===== src/rtl/ram_word_access_ctrl_if.sv =====
// Request/response bus between the CPU datapath and the word-access sequencer,
// plus the byte-wide RAM port the sequencer drives.
interface ram_word_access_ctrl_if #(
  parameter int ADDR_WIDTH = 8
);
  logic                  start;
  logic                  rw;
  logic [1:0]            size;
  logic [ADDR_WIDTH-1:0] addr;
  logic [31:0]           wdata;
  logic [31:0]           rdata;
  logic                  busy;
  logic                  done;
  logic                  err;
  logic                  mem_enable;
  logic                  mem_read_write;
  logic [ADDR_WIDTH-1:0] mem_address;
  logic [7:0]            mem_data_in;
  logic [7:0]            mem_data_out;

  // master = CPU side together with the RAM; slave = the sequencer
  modport master (
    output start, rw, size, addr, wdata, mem_data_out,
    input  rdata, busy, done, err, mem_enable, mem_read_write, mem_address, mem_data_in
  );

  modport slave (
    input  start, rw, size, addr, wdata, mem_data_out,
    output rdata, busy, done, err, mem_enable, mem_read_write, mem_address, mem_data_in
  );
endinterface


===== src/rtl/ram_word_access_ctrl.sv =====
// Splits byte/halfword/word requests into single-byte accesses on a 256x8 RAM,
// assembling read bytes and returning a one-cycle done (with err on bad requests).
//
// state  | meaning
// IDLE   | waiting for start; request fields latched here
// SETUP  | address/data/direction presented, enable low
// STROBE | enable high for one cycle, read byte captured at the end
// DONE   | done pulse (err on illegal request), rdata updated on reads
module ram_word_access_ctrl #(
  parameter int ADDR_WIDTH = 8,
  parameter bit BIG_ENDIAN = 1'b1
) (
  input  logic                  clk,
  input  logic                  reset_n,
  ram_word_access_ctrl_if.slave bus
);

  typedef enum logic [1:0] {
    IDLE   = 2'd0,
    SETUP  = 2'd1,
    STROBE = 2'd2,
    DONE   = 2'd3
  } state_t;

  state_t                state;
  logic                  rw_q;
  logic [1:0]            last_q;
  logic [1:0]            idx_q;
  logic [ADDR_WIDTH-1:0] addr_q;
  logic [31:0]           wdata_q;
  logic [31:0]           asm_q;

  logic [1:0]            req_last;
  logic                  req_bad;
  logic [1:0]            idx_nxt;
  logic [31:0]           asm_nxt;

  // Byte lane of transfer i inside an (last+1)-byte value.
  function automatic logic [1:0] lane_of(input logic [1:0] last, input logic [1:0] i);
    logic [1:0] lane;
    lane = BIG_ENDIAN ? (last - i) : i;
    return lane;
  endfunction

  function automatic logic [7:0] byte_of(input logic [31:0] w, input logic [1:0] lane);
    return w[{lane, 3'b000} +: 8];
  endfunction

  always_comb begin
    req_last = 2'd0;
    req_bad  = 1'b0;
    case (bus.size)
      2'b00: req_last = 2'd0;
      2'b01: begin
        req_last = 2'd1;
        req_bad  = bus.addr[0];
      end
      2'b10: begin
        req_last = 2'd3;
        req_bad  = |bus.addr[1:0];
      end
      default: req_bad = 1'b1;
    endcase
  end

  assign idx_nxt = idx_q + 2'd1;

  always_comb begin
    asm_nxt = asm_q;
    asm_nxt[{lane_of(last_q, idx_q), 3'b000} +: 8] = bus.mem_data_out;
  end

  always_ff @(posedge clk or negedge reset_n) begin
    if (!reset_n) begin
      state              <= IDLE;
      rw_q               <= 1'b1;
      last_q             <= 2'd0;
      idx_q              <= 2'd0;
      addr_q             <= '0;
      wdata_q            <= 32'd0;
      asm_q              <= 32'd0;
      bus.rdata          <= 32'd0;
      bus.busy           <= 1'b0;
      bus.done           <= 1'b0;
      bus.err            <= 1'b0;
      bus.mem_enable     <= 1'b0;
      bus.mem_read_write <= 1'b1;
      bus.mem_address    <= '0;
      bus.mem_data_in    <= 8'd0;
    end else begin
      bus.done <= 1'b0;
      bus.err  <= 1'b0;
      case (state)
        IDLE: begin
          if (bus.start) begin
            rw_q     <= bus.rw;
            last_q   <= req_last;
            idx_q    <= 2'd0;
            addr_q   <= bus.addr;
            wdata_q  <= bus.wdata;
            asm_q    <= 32'd0;
            bus.busy <= 1'b1;
            if (req_bad) begin
              state    <= DONE;
              bus.done <= 1'b1;
              bus.err  <= 1'b1;
            end else begin
              state              <= SETUP;
              bus.mem_address    <= bus.addr;
              bus.mem_read_write <= bus.rw;
              bus.mem_data_in    <= byte_of(bus.wdata, lane_of(req_last, 2'd0));
            end
          end
        end
        SETUP: begin
          state          <= STROBE;
          bus.mem_enable <= 1'b1;
        end
        STROBE: begin
          // Enable always drops here, so consecutive accesses get a low cycle between them.
          bus.mem_enable <= 1'b0;
          if (rw_q) asm_q <= asm_nxt;
          if (idx_q == last_q) begin
            state              <= DONE;
            bus.done           <= 1'b1;
            bus.mem_read_write <= 1'b1;
            if (rw_q) bus.rdata <= asm_nxt;
          end else begin
            state           <= SETUP;
            idx_q           <= idx_nxt;
            bus.mem_address <= addr_q + ADDR_WIDTH'(idx_nxt);
            bus.mem_data_in <= byte_of(wdata_q, lane_of(last_q, idx_nxt));
          end
        end
        DONE: begin
          state    <= IDLE;
          bus.busy <= 1'b0;
        end
        default: state <= IDLE;
      endcase
    end
  end

endmodule


===== src/flat_wrapper.sv =====
// flat-port wrapper written by rule: the top's interface ports become plain ports
module ram_word_access_ctrl_flat 
#(
  parameter int ADDR_WIDTH = 8,
  parameter bit BIG_ENDIAN = 1'b1
)
  (clk, reset_n, bus_start, bus_rw, bus_size, bus_addr, bus_wdata, bus_mem_data_out, bus_rdata, bus_busy, bus_done, bus_err, bus_mem_enable, bus_mem_read_write, bus_mem_address, bus_mem_data_in);
  ram_word_access_ctrl_if #(.ADDR_WIDTH(ADDR_WIDTH)) bus_i ();
  input  logic clk;
  input  logic reset_n;
  input wire logic [$bits(bus_i.start)-1:0] bus_start;
  input wire logic [$bits(bus_i.rw)-1:0] bus_rw;
  input wire logic [$bits(bus_i.size)-1:0] bus_size;
  input wire logic [$bits(bus_i.addr)-1:0] bus_addr;
  input wire logic [$bits(bus_i.wdata)-1:0] bus_wdata;
  input wire logic [$bits(bus_i.mem_data_out)-1:0] bus_mem_data_out;
  output wire logic [$bits(bus_i.rdata)-1:0] bus_rdata;
  output wire logic [$bits(bus_i.busy)-1:0] bus_busy;
  output wire logic [$bits(bus_i.done)-1:0] bus_done;
  output wire logic [$bits(bus_i.err)-1:0] bus_err;
  output wire logic [$bits(bus_i.mem_enable)-1:0] bus_mem_enable;
  output wire logic [$bits(bus_i.mem_read_write)-1:0] bus_mem_read_write;
  output wire logic [$bits(bus_i.mem_address)-1:0] bus_mem_address;
  output wire logic [$bits(bus_i.mem_data_in)-1:0] bus_mem_data_in;
  assign bus_i.start = bus_start;
  assign bus_i.rw = bus_rw;
  assign bus_i.size = bus_size;
  assign bus_i.addr = bus_addr;
  assign bus_i.wdata = bus_wdata;
  assign bus_i.mem_data_out = bus_mem_data_out;
  assign bus_rdata = bus_i.rdata;
  assign bus_busy = bus_i.busy;
  assign bus_done = bus_i.done;
  assign bus_err = bus_i.err;
  assign bus_mem_enable = bus_i.mem_enable;
  assign bus_mem_read_write = bus_i.mem_read_write;
  assign bus_mem_address = bus_i.mem_address;
  assign bus_mem_data_in = bus_i.mem_data_in;
  ram_word_access_ctrl #(.ADDR_WIDTH(ADDR_WIDTH), .BIG_ENDIAN(BIG_ENDIAN)) u_core (.clk(clk), .reset_n(reset_n), .bus(bus_i));
endmodule

===== config.mk =====
export PLATFORM = sky130hd
export DESIGN_NAME = ram_word_access_ctrl_flat
export DESIGN_NICKNAME = d
export VERILOG_FILES = /design/src/rtl/ram_word_access_ctrl_if.sv /design/src/rtl/ram_word_access_ctrl.sv /design/src/flat_wrapper.sv
export SDC_FILE = /design/constraint.sdc
export NUM_CORES = 1
export LEC_CHECK = 0
export BUFFER_PORTS_ARGS = -buffer_cell sky130_fd_sc_hd__buf_4
export CAP_MARGIN = 20
export CORE_UTILIZATION = 51
export CTS_CLUSTER_DIAMETER = 100
export CTS_CLUSTER_SIZE = 12
export DETAILED_ROUTE_END_ITERATION = 6
export PLACE_DENSITY = 0.73
export SLEW_MARGIN = 20
export SYNTH_ARGS = -nofsm -noshare
export SYNTH_HDL_FRONTEND = slang
export SYNTH_SLANG_ARGS = --single-unit

===== constraint.sdc =====
create_clock -name clk -period 3.8 [get_ports clk]
set_clock_uncertainty 0.05 [all_clocks]
set_input_delay 0.38 -clock clk [delete_from_list [all_inputs] [get_ports clk]]
set_output_delay 0.38 -clock clk [all_outputs]
set_load 0.02 [all_outputs]

==> impl_metrics.tcl <==
set metrics [dict create \
    clock_path_buffers 2 \
    outcome "finished clean" \
    grt_pass1_vias 4633 \
    crit_required_ns 4.11 \
    viasPerCell 5.62 \
    drv_cap 0 \
    holdBufCountCts 1 \
    rsz0062_at_grt "no" \
    cts_root_buffer "clkbuf_16" \
    drive_gt1_share_pct 32.3 \
    grt_antenna_before_repair 0 \
    power_density_nw_per_um2 919 \
    grt_max_degree 76 \
    num_io_pins 107 \
    syn_inst 561 \
    rows 40 \
    design_area_um2 7970 \
    die_h_um 115 \
    report.final.slew_viol_count 0 \
    grt_overflow_total 0 \
    async_reset_ff_share_pct 100 \
    diodes 0 \
    synth_nets 630 \
    max_freq_ghz 0.364 \
    netlist_area_um2 6490 \
    end_kind "flip-flop" \
    cts_setup_buffers 0 \
    drt_iter0_drc 338 \
    ys_seq_elements 132 \
    synth_area_per_cell_um2 11.6 \
    final_util_pct 65.3 \
    fp.coreArea_um2 12200 \
    synth-edff-count 0 \
    antenna_left 0 \
    slowest_stage "dfrtp_1" \
    dp_hpwl_um 9570 \
    grt_pass1_wl_um 23300 \
    numPortBuffers 106 \
    hp-class "in -> reg" \
    cp_max_fo 9 \
    worst_slew_pin_slew_ns 1.06 \
    yosys_warnings 0 \
    synth.distinct_cells 43 \
    ys_seq_area_share_pct 50.9 \
    pwr-share-clk_pct 21.6 \
    seq_power_share_pct 32.5 \
    dieArea_um2 13200 \
    cpPeakStageDelay_ns 0.47 \
    place_congestion 0.804 \
    crit_buf_inv 2 \
    final_nets 719 \
    whs_ns 0.153 \
    die_x_um 115 \
    dpl.cell_count 797 \
    placed_area_um2 7370 \
    tritoncts "yes" \
    setup_tns_ns 0 \
    ys.flop_type "dfrtp_1" \
    worstSetupPathType "reg -> reg" \
    cp_top_family "adder cells" \
    p_sw_w 0.00281 \
    finalNonFillerCells 831 \
    hold_viol 0 \
    p_comb_share_pct 45.9 \
    vdd_drop_max_mv 0.511 \
    h-tree-depth 4 \
    cp_cell_sequence "inv_1, ha_1, ha_1, and3_1, inv_1, nor2_2, a21o_1, a22o_1" \
    syn2layout_area_growth_pct 22.8 \
    cts-resized-gates 0 \
    dr.pass1.iters 5 \
    cp.arrival_ns 3.06 \
    p_int_w 0.00452 \
    finalCriticalPeriod_ns 2.75 \
    critPathLaunchType "flip-flop" \
    period_share_pct 72.4 \
    setup_violations 0 \
    p_sw_share_pct 38.4 \
    grt.total_usage_pct 23.3 \
    routedWlPerCell_um 17.4 \
    clk_latency_ns 0.42 \
    wl_um 14400 \
    cts.clk_slew.worst_paths_ns 0.05 \
    p_leak_nw 3.81 \
    vias 4668 \
    cts.sinks 132 \
    start_util_pct 53.1 \
    numCtsBuffers 17 \
    maxSlewHeadroom_pct 29.2 \
    drc 0 \
]
## synth_stat cells (3+ instances only)
cell type | number | area [um2]
dfrtp_1 | 130 | 3250
mux2i_1 | 16 | 160
mux2_2 | 42 | 473
ha_1 | 14 | 175
inv_1 | 14 | 52.6
a22o_1 | 49 | 429
clkbuf_1 | 22 | 82.6
mux4_2 | 16 | 360
nor2_1 | 8 | 30.0
xor2_1 | 4 | 35.0
nor3_1 | 3 | 15.0
a21oi_1 | 21 | 105
nor2b_1 | 17 | 106
xnor2_1 | 5 | 43.8
buf_1 | 6 | 22.5
nor2_2 | 4 | 25.0
nand2_1 | 57 | 214
o21ai_1 | 16 | 80.1
nand3_1 | 4 | 20.0
o21ai_0 | 41 | 205
buf_2 | 12 | 60.1
a21o_1 | 17 | 128
a22oi_1 | 16 | 120
## state kept, by name, summed over array words and instances (netlist names)
register,count
u_core.bus.mem_address,8
u_core.bus.mem_read_write,1
u_core.wdata_q,32
u_core.rw_q,1
u_core.bus.done,1
u_core.bus.mem_enable,1
u_core.asm_q,32
u_core.bus.err,1
u_core.state,2
u_core.bus.mem_data_in,8
u_core.last_q,2
u_core.bus.busy,1
u_core.idx_q,2
u_core.addr_q,8
u_core.bus.rdata,32
## stage by stage
| stage | power [W] | worst slack, ns |
|---|---|---|
| floorplan | 0.00479 | 1.37 |
| CTS | 0.00736 | 0.878 |
| finish | 0.00733 | 1.05 |
| detailed placement | 0.00575 | 0.940 |
| global placement | 0.00563 | 0.967 |
| global route | 0.00778 | 0.846 |
## cells in the final DEF, fill, tap and decap left out, types with 5 or more instances in the layout
cell type / n
dfrtp_1: 130
buf_4: 111
nand2_1: 56
a22o_1: 49
mux2_2: 42
o21ai_0: 41
a21oi_1: 21
a21o_1: 17
nor2b_1: 17
clkbuf_16: 17
mux4_2: 16
mux2i_1: 16
o21ai_1: 16
a22oi_1: 16
inv_1: 14
ha_1: 13
nor2_1: 8
clkbuf_8: 6
xnor2_1: 5
clkbuf_1: 5
## layer usage
metal | part of all wire, % | wire, um | GRT usage (%)
met5 | 0 | 0 | 0
met4 | 1.6 | 233 | 9.87
met1 | 45 | 6450 | 31.1
met3 | 3.8 | 550 | 4.96
met2 | 50 | 7190 | 37.4
## cells by family after synthesis
| logic type | synth area share, % |
|---|---|
| xor+xnor | 1.72 |
| buf+inv | 3.80 |
| flops | 50.9 |
| compound gates | 17.4 |
| simple gates | 7.81 |
| mux | 15.3 |
| fa+ha+maj | 3.01 |
## worst paths after layout
kind / to / from / slack [ns] / cells after the start
setup / recovery: u_core.asm_q[8] / u_core.idx_q[0] / 1.05 / 8
hold / removal: u_core.addr_q[6] / bus_addr[6] / 0.15 / 2
setup reg to reg: u_core.asm_q[8] / u_core.idx_q[0] / 1.05 / 8
hold reg to reg: u_core.bus.rdata[7] / u_core.bus.rdata[7] / 0.43 / 2
max in group asynchronous: u_core.asm_q[4] / reset_n / 2.34 / 3
min in group asynchronous: u_core.wdata_q[30] / reset_n / 0.50 / 2
## area by class of cell
type / instances / area, um2
flip-flops and latches: 132 / 3310
inverters: 14 / 52.6
multi-input cells: 371 / 2950
fillers: 982 / 4240
well taps: 168 / 210
repair buffers: 114 / 883
clock inverters: 4 / 45.0
clock buffers: 28 / 527
## power by group through the flow
stage               Clock, W  Combinational (W)  Sequential [W]
global placement           0            0.00327         0.00236
detailed placement         0            0.00336         0.00240
finish               0.00158            0.00337         0.00238
CTS                  0.00160            0.00338         0.00238
global route         0.00166            0.00368         0.00244
floorplan                  0            0.00219         0.00259
## worst register-to-register path, delay by kind of cell, from the launching register on
kind | cells | cell delay, ns
fa+ha+maj | 2 | 0.85
compound gates | 2 | 0.31
simple gates | 2 | 0.76
flops | 1 | 0.47
buf+inv | 2 | 0.25
Power figures use the tool's default switching activity.
